==> src/rtl/branch_resolver_if.sv <==
// Bundle of ID/EX branch inputs, predictor/fetch feedback and performance counters
// for branch_resolver.
interface branch_resolver_if #(
  parameter int XLEN  = 32,
  parameter int CNT_W = 16
);
  logic            stall;
  logic            id_valid;
  logic            id_is_branch;
  logic            id_predicted;
  logic            ex_valid;
  logic            ex_is_branch;
  logic            ex_taken;
  logic [XLEN-1:0] ex_pc;
  logic [XLEN-1:0] ex_target;
  logic            perf_clear;

  logic             wrong_prediction;
  logic             update_valid;
  logic             update_taken;
  logic             flush;
  logic             redirect_valid;
  logic [XLEN-1:0]  redirect_pc;
  logic [CNT_W-1:0] branch_count;
  logic [CNT_W-1:0] mispredict_count;

  modport master (
    output stall, id_valid, id_is_branch, id_predicted,
           ex_valid, ex_is_branch, ex_taken, ex_pc, ex_target, perf_clear,
    input  wrong_prediction, update_valid, update_taken, flush,
           redirect_valid, redirect_pc, branch_count, mispredict_count
  );

  modport slave (
    input  stall, id_valid, id_is_branch, id_predicted,
           ex_valid, ex_is_branch, ex_taken, ex_pc, ex_target, perf_clear,
    output wrong_prediction, update_valid, update_taken, flush,
           redirect_valid, redirect_pc, branch_count, mispredict_count
  );
endinterface

==> src/rtl/branch_resolver.sv <==
// EX-stage branch resolver: trains the 2-bit predictor, flushes and redirects on mispredict.
// Define BRANCH_RESOLVER_PERF_EN to enable the saturating branch/mispredict counters.
//
// state  | meaning
// S_IDLE | resolving branches arriving in EX
// S_FLUSH| flush asserted, down-counter running, EX branches ignored
module branch_resolver #(
  parameter int XLEN         = 32,
  parameter int FLUSH_CYCLES = 2,
  parameter int CNT_W        = 16
) (
  input  logic               clk,
  input  logic               reset,
  branch_resolver_if.slave   br
);

  typedef enum logic {
    S_IDLE  = 1'b0,
    S_FLUSH = 1'b1
  } state_t;

  localparam logic [3:0] FLUSH_LOAD = 4'(FLUSH_CYCLES);

  state_t          r_state;
  state_t          w_state_next;
  logic [3:0]      r_flush_cnt;
  logic [3:0]      w_flush_cnt_next;

  logic            r_pv;
  logic            r_pt;

  logic            r_wrong_prediction;
  logic            r_update_valid;
  logic            r_update_taken;
  logic            r_redirect_valid;
  logic [XLEN-1:0] r_redirect_pc;

  logic            w_resolve;
  logic            w_predicted;
  logic            w_mispredict;
  logic            w_flush_next;
  logic [XLEN-1:0] w_fallthrough;
  logic [XLEN-1:0] w_redirect_target;

  // An unmarked branch (no valid capture) is treated as predicted not-taken.
  assign w_resolve         = ~br.stall & br.ex_valid & br.ex_is_branch & (r_state == S_IDLE);
  assign w_predicted       = r_pv & r_pt;
  assign w_mispredict      = w_resolve & (br.ex_taken ^ w_predicted);
  assign w_flush_next      = (w_state_next == S_FLUSH);
  assign w_fallthrough     = br.ex_pc + XLEN'(4);
  assign w_redirect_target = br.ex_taken ? br.ex_target : w_fallthrough;

  always_ff @(posedge clk or posedge reset) begin
    if (reset) begin
      r_state     <= S_IDLE;
      r_flush_cnt <= '0;
    end else begin
      r_state     <= w_state_next;
      r_flush_cnt <= w_flush_cnt_next;
    end
  end

  // The flush timer runs regardless of stall so the kill window is fixed length.
  always_comb begin
    w_state_next     = r_state;
    w_flush_cnt_next = r_flush_cnt;
    case (r_state)
      S_IDLE: begin
        if (w_mispredict) begin
          w_state_next     = S_FLUSH;
          w_flush_cnt_next = FLUSH_LOAD;
        end
      end
      S_FLUSH: begin
        if (r_flush_cnt <= 4'd1) begin
          w_state_next     = S_IDLE;
          w_flush_cnt_next = '0;
        end else begin
          w_flush_cnt_next = r_flush_cnt - 4'd1;
        end
      end
      default: begin
        w_state_next     = S_IDLE;
        w_flush_cnt_next = '0;
      end
    endcase
  end

  // Wrong-path branches entering ID while the flush is live are never marked valid.
  always_ff @(posedge clk or posedge reset) begin
    if (reset) begin
      r_pv <= 1'b0;
      r_pt <= 1'b0;
    end else if (!br.stall) begin
      r_pv <= br.id_valid & br.id_is_branch & ~w_flush_next;
      r_pt <= br.id_predicted;
    end
  end

  always_ff @(posedge clk or posedge reset) begin
    if (reset) begin
      r_update_valid     <= 1'b0;
      r_update_taken     <= 1'b0;
      r_wrong_prediction <= 1'b0;
      r_redirect_valid   <= 1'b0;
      r_redirect_pc      <= '0;
    end else begin
      r_update_valid     <= w_resolve;
      r_update_taken     <= w_resolve & br.ex_taken;
      r_wrong_prediction <= w_mispredict;
      r_redirect_valid   <= w_mispredict;
      if (w_mispredict) begin
        r_redirect_pc <= w_redirect_target;
      end
    end
  end

  assign br.update_valid     = r_update_valid;
  assign br.update_taken     = r_update_taken;
  assign br.wrong_prediction = r_wrong_prediction;
  assign br.redirect_valid   = r_redirect_valid;
  assign br.redirect_pc      = r_redirect_pc;
  assign br.flush            = (r_state == S_FLUSH);

`ifdef BRANCH_RESOLVER_PERF_EN
  logic [CNT_W-1:0] r_branch_count;
  logic [CNT_W-1:0] r_mispredict_count;

  // Clear has priority over a same-cycle resolve; counters stick at all-ones.
  always_ff @(posedge clk or posedge reset) begin
    if (reset) begin
      r_branch_count     <= '0;
      r_mispredict_count <= '0;
    end else if (br.perf_clear) begin
      r_branch_count     <= '0;
      r_mispredict_count <= '0;
    end else if (w_resolve) begin
      if (r_branch_count != '1) begin
        r_branch_count <= r_branch_count + CNT_W'(1);
      end
      if (w_mispredict && (r_mispredict_count != '1)) begin
        r_mispredict_count <= r_mispredict_count + CNT_W'(1);
      end
    end
  end

  assign br.branch_count     = r_branch_count;
  assign br.mispredict_count = r_mispredict_count;
`else
  logic w_unused_perf;

  assign w_unused_perf       = br.perf_clear;
  assign br.branch_count     = '0;
  assign br.mispredict_count = '0;
`endif

endmodule

==> src/flat_wrapper.sv <==
// flat-port wrapper written by rule: the top's interface ports become plain ports
module branch_resolver_flat 
#(
  parameter int XLEN         = 32,
  parameter int FLUSH_CYCLES = 2,
  parameter int CNT_W        = 16
)
  (clk, reset, br_stall, br_id_valid, br_id_is_branch, br_id_predicted, br_ex_valid, br_ex_is_branch, br_ex_taken, br_ex_pc, br_ex_target, br_perf_clear, br_wrong_prediction, br_update_valid, br_update_taken, br_flush, br_redirect_valid, br_redirect_pc, br_branch_count, br_mispredict_count);
  branch_resolver_if #(.XLEN(XLEN), .CNT_W(CNT_W)) br_i ();
  input  logic clk;
  input  logic reset;
  input wire logic [$bits(br_i.stall)-1:0] br_stall;
  input wire logic [$bits(br_i.id_valid)-1:0] br_id_valid;
  input wire logic [$bits(br_i.id_is_branch)-1:0] br_id_is_branch;
  input wire logic [$bits(br_i.id_predicted)-1:0] br_id_predicted;
  input wire logic [$bits(br_i.ex_valid)-1:0] br_ex_valid;
  input wire logic [$bits(br_i.ex_is_branch)-1:0] br_ex_is_branch;
  input wire logic [$bits(br_i.ex_taken)-1:0] br_ex_taken;
  input wire logic [$bits(br_i.ex_pc)-1:0] br_ex_pc;
  input wire logic [$bits(br_i.ex_target)-1:0] br_ex_target;
  input wire logic [$bits(br_i.perf_clear)-1:0] br_perf_clear;
  output wire logic [$bits(br_i.wrong_prediction)-1:0] br_wrong_prediction;
  output wire logic [$bits(br_i.update_valid)-1:0] br_update_valid;
  output wire logic [$bits(br_i.update_taken)-1:0] br_update_taken;
  output wire logic [$bits(br_i.flush)-1:0] br_flush;
  output wire logic [$bits(br_i.redirect_valid)-1:0] br_redirect_valid;
  output wire logic [$bits(br_i.redirect_pc)-1:0] br_redirect_pc;
  output wire logic [$bits(br_i.branch_count)-1:0] br_branch_count;
  output wire logic [$bits(br_i.mispredict_count)-1:0] br_mispredict_count;
  assign br_i.stall = br_stall;
  assign br_i.id_valid = br_id_valid;
  assign br_i.id_is_branch = br_id_is_branch;
  assign br_i.id_predicted = br_id_predicted;
  assign br_i.ex_valid = br_ex_valid;
  assign br_i.ex_is_branch = br_ex_is_branch;
  assign br_i.ex_taken = br_ex_taken;
  assign br_i.ex_pc = br_ex_pc;
  assign br_i.ex_target = br_ex_target;
  assign br_i.perf_clear = br_perf_clear;
  assign br_wrong_prediction = br_i.wrong_prediction;
  assign br_update_valid = br_i.update_valid;
  assign br_update_taken = br_i.update_taken;
  assign br_flush = br_i.flush;
  assign br_redirect_valid = br_i.redirect_valid;
  assign br_redirect_pc = br_i.redirect_pc;
  assign br_branch_count = br_i.branch_count;
  assign br_mispredict_count = br_i.mispredict_count;
  branch_resolver #(.XLEN(XLEN), .FLUSH_CYCLES(FLUSH_CYCLES), .CNT_W(CNT_W)) u_core (.clk(clk), .reset(reset), .br(br_i));
endmodule
==> config.mk <==
export PLATFORM = sky130hd
export DESIGN_NAME = branch_resolver_flat
export DESIGN_NICKNAME = d
export VERILOG_FILES = /design/src/rtl/branch_resolver_if.sv /design/src/rtl/branch_resolver.sv /design/src/flat_wrapper.sv
export SDC_FILE = /design/constraint.sdc
export NUM_CORES = 1
export LEC_CHECK = 0
export ABC_AREA = 1
export CORE_AREA = 2 2 93 95
export CTS_CLUSTER_SIZE = 25
export DETAILED_ROUTE_END_ITERATION = 7
export DIE_AREA = 0 0 95 97
export MAX_ROUTING_LAYER = met4
export PLACE_DENSITY = 0.75
export SLEW_MARGIN = 20
export SYNTH_ARGS = -nofsm -noshare
export SYNTH_HDL_FRONTEND = slang
export SYNTH_SLANG_ARGS = --single-unit
==> constraint.sdc <==
create_clock -name clk -period 1.6 [get_ports clk]
set_clock_uncertainty 0.15 [all_clocks]
set_input_delay 0.16 -clock clk [delete_from_list [all_inputs] [get_ports clk]]
set_output_delay 0.16 -clock clk [all_outputs]
set_load 0.01 [all_outputs]
==> results of run 1 <==
==> routing by layer <==
metal	share of wire, %	GRT usage (%)	routed length [um]
met2	49	36.4	4880
met5	0	-	0
met1	46	29.9	4580
met4	1.2	3.68	124
met3	4.6	2.26	462
==> layout by cell type, fill, tap and decap left out, drive strengths merged, types with 2 or more instances in the layout <==
master,n
xor2,4
a31oi,4
buf,60
o21ai,15
dfrtp,42
inv,39
clkbuf,5
dlymetal6s2s,15
a21oi,21
nand2,158
nor2,86
o211ai,5
xnor2,5
clkdlybuf4s50,93
nand3,38
ha,3
conb,32
clkinv,3
and2,2
==> power groups by stage <==
stage	Clock (W)	Sequential (W)	Combinational (W)
after floorplan	0	0.00191	0.000803
after global placement	0	0.00173	0.00216
after detailed placement	0	0.00175	0.00221
after CTS	0.000703	0.00173	0.00221
after global routing	0.000750	0.00178	0.00248
final	0.000682	0.00173	0.00226
==> metrics by stage <==
stage	cells	setup WS [ns]	setup TNS, ns	util (%)	hold slack, ns
5_1_grt	740	-0.00269	-0.00440	60.4	0.0892
4_1_cts	735	0.0221	0	57.9	0.0628
3_3_place_gp	728	-0.325	-7.40	56.9	0.314
2_1_floorplan	504	0.118	0	-	0.120
6_report	740	0.0353	0	60.4	0.0594
3_5_place_dp	728	-0.359	-8.37	56.9	0.315
==> sequential cells by signal (all words and copies together) (netlist names) <==
| name | cells |
|---|---|
| u_core.br.flush | 1 |
| u_core.br.redirect_pc | 32 |
| u_core.br.update_valid | 1 |
| u_core.br.wrong_prediction | 1 |
| u_core.r_pv | 1 |
| u_core.br.update_taken | 1 |
| u_core.r_pt | 1 |
| u_core.r_flush_cnt | 4 |
==> kinds of logic (layout without fill, tap and decap cells) <==
family	count (synthesis)	after routing
simple gates	286	286
xor+xnor	9	9
buf+inv	86	216
compound gates	46	46
fa+ha+maj	3	3
flops	42	42
other cells	1	33
==> worst min-delay path by stage <==
stage	startpoint	to	slack, ns	cells after the start
after floorplan	br_id_predicted	u_core.r_pt$_DFFE_PP0N_	0.12	2
after global placement	u_core.br.redirect_pc[30]$_DFFE_PP0P_	u_core.br.redirect_pc[30]$_DFFE_PP0P_	0.31	2
after detailed placement	u_core.br.redirect_pc[30]$_DFFE_PP0P_	u_core.br.redirect_pc[30]$_DFFE_PP0P_	0.31	2
after CTS	reset	u_core.br.redirect_pc[12]$_DFFE_PP0P_	0.06	3
after global routing	reset	u_core.br.redirect_pc[12]$_DFFE_PP0P_	0.09	3
final	reset	u_core.br.redirect_pc[26]$_DFFE_PP0P_	0.06	3
==> final cells by class <==
type / count / area (um^2) / share of cell area, %
timing repair buffer: 169 / 1620 / 32.9
antenna: 1 / 2.50 / 0.0509
tap: 105 / 131 / 2.67
clock inverter: 2 / 10.0 / 0.204
clock buffer: 5 / 68.8 / 1.40
multi-input combinational: 376 / 1880 / 38.2
sequential: 42 / 1050 / 21.4
inverter: 40 / 155 / 3.16
==> timing repair <==
| action | CTS | global route |
|---|---|---|
| pin swaps | 0 | 8 |
| endpoints found under the hold margin | 0 | 0 |
| resized for setup | 4 | 53 |
| buffers inserted | 0 | 4 |
| setup endpoints to repair | 3 | 35 |
==> out/metrics.csv, run 1 <==
stage,metric,value,unit
clock_tree,TritonCTS buffer count,5,
synth,Yosys warning total,0,
route,Routed WL per cell,13.6,um
worst_setup_path,worst endpoint required time,1.29,ns
worst_setup_path,worst path buffer plus inverter count,1,
synth,number of synthesized flops with an enable pin,0,
grt,remaining global-route overflow,0,
pwr,Peak supply drop,0.323,mV
synth,Post-Synth XOR/XNOR Area,2.48,%
grt,antenna violations before repair,1,
route,DRT antenna net count,0,
synth,Post-Synth Simple-Gate Area,38.8,%
floorplanning,die height,97,um
sta,Peak Freq,639,MHz
floorplanning,Die ar.,9220,um^2
synth,synthesized area,3170,um^2
clock_tree,H-Tree Depth,2,
worst_setup_path,"slowest stage delay, CP",0.56,ns
synth,"Seq/Total Area, Yosys",33.1,%
sta,Final Hold Viols,0,
pwr,combinational share of power,48.5,%
cells_and_area,Layout fillers,776,
run,max-cap violations,0,
cells_and_area,area grow syn2layout,54.9,%
clock_tree,CTS sink count,42,
cells_and_area,# nets final,711,
status,result of the run,"complete, no violations",
synth,most common cell in the netlist,nand2_1,
synth,Main synth FF type,dfrtp_1,
worst_setup_path,crit path kind,register to output port,
pwr,Psw,0.00165,W
worst_setup_path,R2R Path Start,u_core.r_flush_cnt[0]$_DFFE_PP0P_,
sta,max-slew violation count,0,
grt,GRT Util Overall,22.1,%
route,1st-iter DRT viols,168,
worst_setup_path,CP Launch Type,register,
floorplanning,I/O Pins,143,
clock_tree,CTS max path bufs,2,
place,dpl hpwl,7840,um
clock_tree,"Clk pin slew, worst setup/hold paths",0.09,ns
worst_setup_path,Worst EP arrival,1.25,ns
route,routed via count,3478,
worst_setup_path,Crit path depth,1,
cells_and_area,share of layout cells above drive strength 1,19.9,%
worst_setup_path,crit path max fanout,2,
route,Vias/cell,4.70,
place,GPL Wtd Cong,0.877,
clock_tree,CTS tree,done,
synth,"FFs w/ async S/R, synth",100,%
synth,post-synth top area share,33.1,%
synth,"FF+latch count, synth",42,
worst_hold_path,hold crit path type,input pin to asynchronous set/reset pin,
place,port bufs,109,
clock_tree,clk root buf,clkbuf_8,
sta,Setup Viol. Count Final,0,
worst_setup_path,family with the most delay on the worst path,buffers and inverters,
pwr,clock power share,14.6,%
pwr,Leakage,2.45,nW
place,Post-DP Area,4630,um^2
worst_setup_path,Crit. End Element,output port,
synth,compound-gate portion of the synthesized area,8.68,%
grt,first-pass GRT wire length,15800,um
synth,Mean Syn Cell Area,6.71,um^2
synth,Area contributors post-synth,"dfrtp_1 (33%), nand2_1 (18%), nor2_1 (9.0%)",
worst_setup_path,Worst Setup EP,br_redirect_pc[20],
synth,mux contribution to synthesized area,0,%
floorplanning,Site Rows,33,
pwr,Switching Fraction,35.4,%
synth,post-synthesis adder-cell area fraction,1.18,%
synth,Syn Inst Count,473,
clock_tree,"Clk Latency, worst-skew pair",0.29,ns
floorplanning,die extent in x,95,um
route,final WL,10000,um
floorplanning,Starting Density,39.0,%
worst_setup_path,R2R Setup Slk,0.13,ns
cells_and_area,Post-Layout Inst Area,4910,um^2
worst_setup_path,R2R depth,6,
clock_tree,hold_buf cts,0,
worst_setup_path,"Cell Chain, Critical Path",clkdlybuf4s50_1,
grt,largest net degree at the start of global routing,43,
floorplanning,Core ar.,8130,um^2
pwr,Power Total,0.00467,W
pwr,internal power,0.00302,W
sta,final worst path period share,97.8,%
worst_setup_path,origin of the worst setup path,u_core.br.redirect_pc[20]$_DFFE_PP0P_,
synth,top post-synthesis cells by count,"nand2_1 (152), nor2_1 (76), dfrtp_1 (42), inv_1 (38), nand3_1 (38)",
worst_setup_path,highest-delay cell along the critical path,clkdlybuf4s50_1,
pwr,power per cell area,951,nW/um^2
worst_setup_path,RR Endpoint,u_core.r_pv$_DFFE_PP0N_,
synth,synth unique cells,30,
sta,Tmin final,1.56,ns
grt,vias in the first global route,3294,
synth,post-synth top area cell,dfrtp_1,
route,DRT Pass-1 Iters,4,
route,DRC viols,0,
pwr,sequential power share,36.9,%
synth,main combinational cell family by area after synthesis,simple AND/OR/NAND/NOR gates,
Note: power is estimated with default switching activity, not from simulation.
==> run 2, diff against run 1 <==
--- a/config.mk
+++ b/config.mk
@@ -6,12 +6,12 @@
 export NUM_CORES = 1
 export LEC_CHECK = 0
 export ABC_AREA = 1
-export CORE_AREA = 2 2 93 95
+export CORE_AREA = 2 2 106 108
+export CTS_CLUSTER_DIAMETER = 80
 export CTS_CLUSTER_SIZE = 25
 export DETAILED_ROUTE_END_ITERATION = 7
-export DIE_AREA = 0 0 95 97
+export DIE_AREA = 0 0 108 110
 export MAX_ROUTING_LAYER = met4
-export PLACE_DENSITY = 0.75
 export SLEW_MARGIN = 20
 export SYNTH_ARGS = -nofsm -noshare
 export SYNTH_HDL_FRONTEND = slang
==> out/metrics.csv, run 2 (synthesized netlist as in run 1, its figures left out) <==
stage,metric,value,unit,change
grt,largest net degree at the start of global routing,43,,unchanged
worst_hold_path,hold crit path type,input pin to asynchronous set/reset pin,,
worst_setup_path,"slowest stage delay, CP",0.57,ns,about the same
clock_tree,CTS tree,done,,
grt,met3 Resource Use GR,2.47,%,+0.21 points
worst_setup_path,highest-delay cell along the critical path,clkdlybuf4s50_1,,
worst_setup_path,"Cell Chain, Critical Path",clkdlybuf4s50_1,,
status,result of the run,"complete, no violations",,
worst_setup_path,Crit. End Element,output port,,
sta,Final Hold Viols,0,,unchanged
grt,vias in the first global route,3269,,-0.76%
cells_and_area,"Core Util, Final",45.8,%,-15 points
grt,remaining global-route overflow,0,,unchanged
sta,Tmin final,1.56,ns,-0.00815 ns
pwr,power per cell area,957,nW/um^2,+0.61%
clock_tree,"Clk Latency, worst-skew pair",0.30,ns,about the same
cells_and_area,"commonest non-fill, non-tap cell in the layout",nand2_1,,
route,routed via count,3350,,-3.7%
grt,first-pass GRT wire length,15400,um,-2.5%
cells_and_area,most frequent cells in the layout,"nand2_1 (146), clkdlybuf4s50_1 (100), nor2_1 (61)",,
route,final WL,9640,um,-4.0%
worst_setup_path,Worst EP arrival,1.25,ns,about the same
floorplanning,Core ar.,10700,um^2,+32%
grt,met2 GRT Util,29.1,%,-7.3 points
run,max-cap violations,0,,unchanged
sta,max-slew violation count,0,,unchanged
clock_tree,"Clk pin slew, worst setup/hold paths",0.09,ns,about the same
worst_setup_path,crit path kind,register to output port,,
route,DRC viols,0,,unchanged
worst_setup_path,crit path max fanout,2,,unchanged
clock_tree,CTS sink count,42,,unchanged
grt,GRT Util Overall,17.2,%,-5.0 points
sta,Setup Viol. Count Final,0,,unchanged
floorplanning,I/O Pins,143,,unchanged
worst_setup_path,worst endpoint required time,1.29,ns,about the same
floorplanning,die extent in x,108,um,+14%
cells_and_area,Post-Layout Inst Area,4900,um^2,-0.28%
sta,Peak Freq,642,MHz,+0.52%
place,GPL Wtd Cong,0.893,,+1.8%
cells_and_area,share of layout cells above drive strength 1,17.8,%,-2.0 points
clock_tree,CTS max path bufs,2,,unchanged
grt,gr busiest metal,met2,,
place,Post-DP Area,4650,um^2,+0.57%
worst_setup_path,family with the most delay on the worst path,buffers and inverters,,
floorplanning,Site Rows,38,,+15%
route,Routed WL per cell,12.6,um,-7.5%
floorplanning,die height,110,um,+13%
route,1st-iter DRT viols,179,,+6.5%
cells_and_area,area grow syn2layout,54.4,%,
cells_and_area,Antenna Cells,0,,-1
route,DRT Pass-1 Iters,4,,unchanged
place,port bufs,109,,unchanged
route,DRT antenna net count,0,,unchanged
cells_and_area,# nets final,704,,-0.98%
route,Vias/cell,4.36,,-7.2%
clock_tree,clk root buf,clkbuf_8,,
clock_tree,TritonCTS buffer count,5,,unchanged
pwr,Peak supply drop,0.398,mV,+23%
clock_tree,H-Tree Depth,2,,unchanged
place,dpl hpwl,7750,um,-1.1%
sta,final worst path period share,97.3,%,-0.51 points
pwr,Leakage,2.35,nW,-3.9%
sta,final setup TNS,0,ns,unchanged
floorplanning,Die ar.,11900,um^2,+29%
grt,met1 GRT Util,21.3,%,-8.7 points
worst_setup_path,worst path buffer plus inverter count,1,,unchanged
worst_setup_path,CP Launch Type,register,,
cells_and_area,Layout fillers,1141,,+47%
cells_and_area,max reg flops,32,,unchanged
grt,antenna violations before repair,0,,-1
floorplanning,Starting Density,29.7,%,-9.3 points
==> run 2: changes by cell type in the layout (fill, tap and decap cells not counted), sizes merged <==
cell	delta
diode	-1
clkdlybuf4s50	+7
inv	+1
buf	-7
dlymetal6s2s	-7
clkbuf	+2
clkinv	-2
==> run 2: per-layer routing <==
| layer | vias to the layer above | wire, um |
|---|---|---|
| met5 | - | 0 |
| met4 | 0 | 167 |
| met3 | 10 | 528 |
| met2 | 108 | 4630 |
| met1 | 1511 | 4310 |
| li1 | 1721 | - |
==> run 2: final timing paths <==
kind                                                  startpoint                               endpoint  slack, ns  cells after the start
max                        u_core.br.redirect_pc[20]$_DFFE_PP0P_                     br_redirect_pc[20]       0.04                      1
min                                                        reset   u_core.br.redirect_pc[8]$_DFFE_PP0P_       0.06                      3
max reg2reg                            u_core.br.flush$_DFF_PP0_  u_core.br.redirect_pc[13]$_DFFE_PP0P_       0.13                      7
min reg2reg                u_core.br.redirect_pc[30]$_DFFE_PP0P_  u_core.br.redirect_pc[30]$_DFFE_PP0P_       0.34                      2
max in group asynchronous                                  reset      u_core.r_flush_cnt[1]$_DFFE_PP0P_       1.03                      3
min in group clk                                    br_ex_pc[12]  u_core.br.redirect_pc[12]$_DFFE_PP0P_       0.15                      4
==> run 2: per-stage QoR <==
| stage | hold WS [ns] | cells | power [W] | setup WS [ns] |
|---|---|---|---|---|
| 2_1_floorplan | 0.120 | 504 | 0.00271 | 0.118 |
| 3_3_place_gp | 0.315 | 759 | 0.00389 | -0.331 |
| 3_5_place_dp | 0.318 | 759 | 0.00395 | -0.363 |
| 4_1_cts | 0.0502 | 767 | 0.00471 | 0.0113 |
| 5_1_grt | 0.0791 | 768 | 0.00504 | -0.00882 |
| 6_report | 0.0586 | 768 | 0.00469 | 0.0434 |
==> run 2: timing repair <==
action,4_1_cts,5_1_grt
buffers inserted,0,1
endpoints found under the setup margin,5,35
resized for setup,3,46
hold buffers,0,0
pin swaps,0,10
gates cloned,0,0
==> run 2: worst register-to-register path: stages, from the launching register on <==
cell	delay, ns
dfrtp_1	0.38
inv_1	0.12
nand4_4	0.14
nor2_8	0.14
inv_4	0.06
buf_4	0.17
a21oi_2	0.13
a21oi_2	0.07
==> run 2: where the power goes <==
group / internal, W / switching, W
registers: 0.00148 / 0.000237
logic: 0.00123 / 0.00101
clock network: 0.000349 / 0.000382
total: 0.00306 / 0.00163
==> run 2: layout make-up <==
cell class              count  area [um^2]  share of cell area, %
multi-input cells         376         1870                   38.1
repair buffers            162         1560                   31.9
flip-flops and latches     42         1050                   21.5
well taps                 140          175                   3.58
inverters                  40          155                   3.17
clock buffers               7         86.3                   1.76
clock inverters             1         5.00                  0.102
==> run 3, diff against run 2 <==
--- a/config.mk
+++ b/config.mk
@@ -6,12 +6,15 @@
 export NUM_CORES = 1
 export LEC_CHECK = 0
 export ABC_AREA = 1
-export CORE_AREA = 2 2 106 108
+export CAP_MARGIN = 5
+export CELL_PAD_IN_SITES_DETAIL_PLACEMENT = 0
+export CELL_PAD_IN_SITES_GLOBAL_PLACEMENT = 2
+export CORE_AREA = 2 2 126 128
 export CTS_CLUSTER_DIAMETER = 80
 export CTS_CLUSTER_SIZE = 25
 export DETAILED_ROUTE_END_ITERATION = 7
-export DIE_AREA = 0 0 108 110
-export MAX_ROUTING_LAYER = met4
+export DIE_AREA = 0 0 128 130
+export PLACE_DENSITY_LB_ADDON = 0.1
 export SLEW_MARGIN = 20
 export SYNTH_ARGS = -nofsm -noshare
 export SYNTH_HDL_FRONTEND = slang
==> out/metrics.csv, run 3 (synthesized netlist as in run 1, its figures left out) <==
stage,metric,value,unit,change
status,result of the run,"complete, no violations",,
floorplanning,Starting Density,20.6,%,-9.1 points
route,final WL,11000,um,+14%
clock_tree,TritonCTS buffer count,5,,unchanged
clock_tree,CTS max path bufs,2,,unchanged
route,routed via count,3357,,+0.21%
cells_and_area,area grow syn2layout,62.9,%,
route,Routed WL per cell,13.3,um,+5.9%
cells_and_area,Antenna Cells,0,,unchanged
floorplanning,die extent in x,128,um,+19%
route,DRC viols,0,,unchanged
cells_and_area,max reg flops,32,,unchanged
sta,worst setup margin,0.0902,ns,+0.0467 ns
clock_tree,clk root buf,clkbuf_16,,
worst_hold_path,hold crit path type,input pin to asynchronous set/reset pin,,
place,Placed Instances,818,,+7.8%
place,port bufs,109,,unchanged
grt,met2 GRT Util,22.8,%,-6.3 points
grt,largest net degree at the start of global routing,43,,unchanged
sta,max-slew violation count,0,,unchanged
worst_setup_path,Crit. End Element,output port,,
grt,GRT Util Overall,13.5,%,-3.6 points
worst_setup_path,crit path kind,register to output port,,
sta,Final Hold Viols,0,,unchanged
grt,antenna violations before repair,0,,unchanged
route,Vias/cell,4.04,,-7.3%
floorplanning,Site Rows,46,,+21%
grt,first-pass GRT wire length,17500,um,+13%
sta,Setup Viol. Count Final,0,,unchanged
cells_and_area,# nets final,714,,+1.4%
place,pre-CTS WS,-0.448,ns,-0.0847 ns
route,DRT Pass-1 Iters,4,,unchanged
grt,gr busiest metal,met2,,
cells_and_area,most frequent cells in the layout,"nand2_1 (142), clkdlybuf4s50_1 (88), nor2_1 (57), buf_4 (57), dfrtp_1 (42)",,
grt,vias in the first global route,3344,,+2.3%
sta,Tmin final,1.51,ns,-0.0467 ns
floorplanning,Core ar.,15400,um^2,+44%
clock_tree,CTS tree,done,,
worst_setup_path,highest-delay cell along the critical path,clkdlybuf4s50_1,,
cells_and_area,"commonest non-fill, non-tap cell in the layout",nand2_1,,
clock_tree,H-Tree Depth,2,,unchanged
cells_and_area,"non-filler cells, final",830,,+8.1%
clock_tree,"Clk pin slew, worst setup/hold paths",0.07,ns,-0.02 ns
worst_setup_path,crit path max fanout,2,,unchanged
pwr,power per cell area,977,nW/um^2,+2.1%
route,1st-iter DRT viols,173,,-3.4%
floorplanning,I/O Pins,143,,unchanged
worst_setup_path,"slowest stage delay, CP",0.56,ns,about the same
pwr,Power Total,0.00505,W,+7.7%
clock_tree,hold_buf cts,0,,unchanged
pwr,Peak supply drop,0.336,mV,-16%
sta,Peak Freq,662,MHz,+3.1%
worst_setup_path,"Cell Chain, Critical Path",clkdlybuf4s50_1,,
run,max-cap violations,0,,unchanged
place,GPL Wtd Cong,0.789,,-12%
cells_and_area,"Core Util, Final",33.5,%,-12 points
grt,met3 Resource Use GR,1.89,%,-0.58 points
floorplanning,die height,130,um,+18%
sta,hold_ws,0.0695,ns,+0.0109 ns
sta,final worst path period share,94.4,%,-2.9 points
worst_setup_path,worst path buffer plus inverter count,1,,unchanged
worst_setup_path,family with the most delay on the worst path,buffers and inverters,,
worst_setup_path,Worst EP arrival,1.20,ns,-0.05 ns
route,DRT antenna net count,0,,unchanged
place,dpl hpwl,8910,um,+15%
worst_setup_path,worst endpoint required time,1.29,ns,about the same
floorplanning,Die ar.,16600,um^2,+40%
grt,met1 GRT Util,18.5,%,-2.8 points
grt,remaining global-route overflow,0,,unchanged
clock_tree,"Clk Latency, worst-skew pair",0.28,ns,-0.02 ns
worst_setup_path,R2R Setup Slk,0.13,ns,about the same
clock_tree,CTS sink count,42,,unchanged
cells_and_area,share of layout cells above drive strength 1,20.8,%,+3.0 points
pwr,Leakage,2.54,nW,+7.7%
worst_setup_path,CP Launch Type,register,,
-- run 3: cell count changes in the layout (fill, tap and decap cells not counted), moves of 4 or more --
cell             previous run  this run
clkdlybuf4s50_1           100        88
dlymetal6s2s_1              8        18
buf_4                      48        57
clkbuf_16                   0         5
clkbuf_8                    6         1
nand2_1                   146       142
nand2_2                    10        14
nor2_1                     61        57
nor2_2                     13        17
-- run 3: metrics by stage --
step | TNS [ns] | cell area, um^2
final | 0 | 5170
after global routing | -0.0229 | 5170
after CTS | -0.0291 | 5010
after detailed placement | -10.38 | 4800
after global placement | -9.73 | 4800
after floorplan | 0 | 3290
-- run 3: final cells by class --
type / count / area, um^2
Inverter: 40 / 155
Sequential cell: 42 / 1050
Timing Repair Buffer: 172 / 1680
Clock inverter: 2 / 12.5
Fill cell: 1700 / 10300
Tap cell: 192 / 240
Multi-Input combinational cell: 376 / 1890
Clock buffer: 6 / 139
-- run 3: worst paths after layout --
kind / from / endpoint / cells after the start
max: u_core.br.redirect_pc[10]$_DFFE_PP0P_ / br_redirect_pc[10] / 1
min: reset / u_core.br.redirect_pc[5]$_DFFE_PP0P_ / 3
max reg2reg: u_core.r_flush_cnt[0]$_DFFE_PP0P_ / u_core.r_pv$_DFFE_PP0N_ / 6
min reg2reg: u_core.br.redirect_pc[27]$_DFFE_PP0P_ / u_core.br.redirect_pc[27]$_DFFE_PP0P_ / 2
max in group asynchronous: reset / u_core.br.redirect_pc[9]$_DFFE_PP0P_ / 3
min in group clk: br_ex_pc[12] / u_core.br.redirect_pc[12]$_DFFE_PP0P_ / 4
-- run 3: timing repair --
action                                  CTS  global route
buffers inserted                          2             2
endpoints found under the setup margin   23            34
endpoints found under the hold margin     0             0
resized for setup                        21            47
pin swaps                                 5             9
-- run 3: routing by layer --
layer / share of wire [%] / wire [um] / vias up
met5: 0 / 0 / -
met3: 3.7 / 409 / 7
met1: 48 / 5280 / 1537
met4: 0.94 / 104 / 0
li1: - / - / 1736
met2: 47 / 5240 / 77
-- run 3: where the power goes --
part | internal (W) | switching (W)
clock network | 0.000619 | 0.000438
registers | 0.00149 | 0.000242
logic | 0.00126 | 0.00101
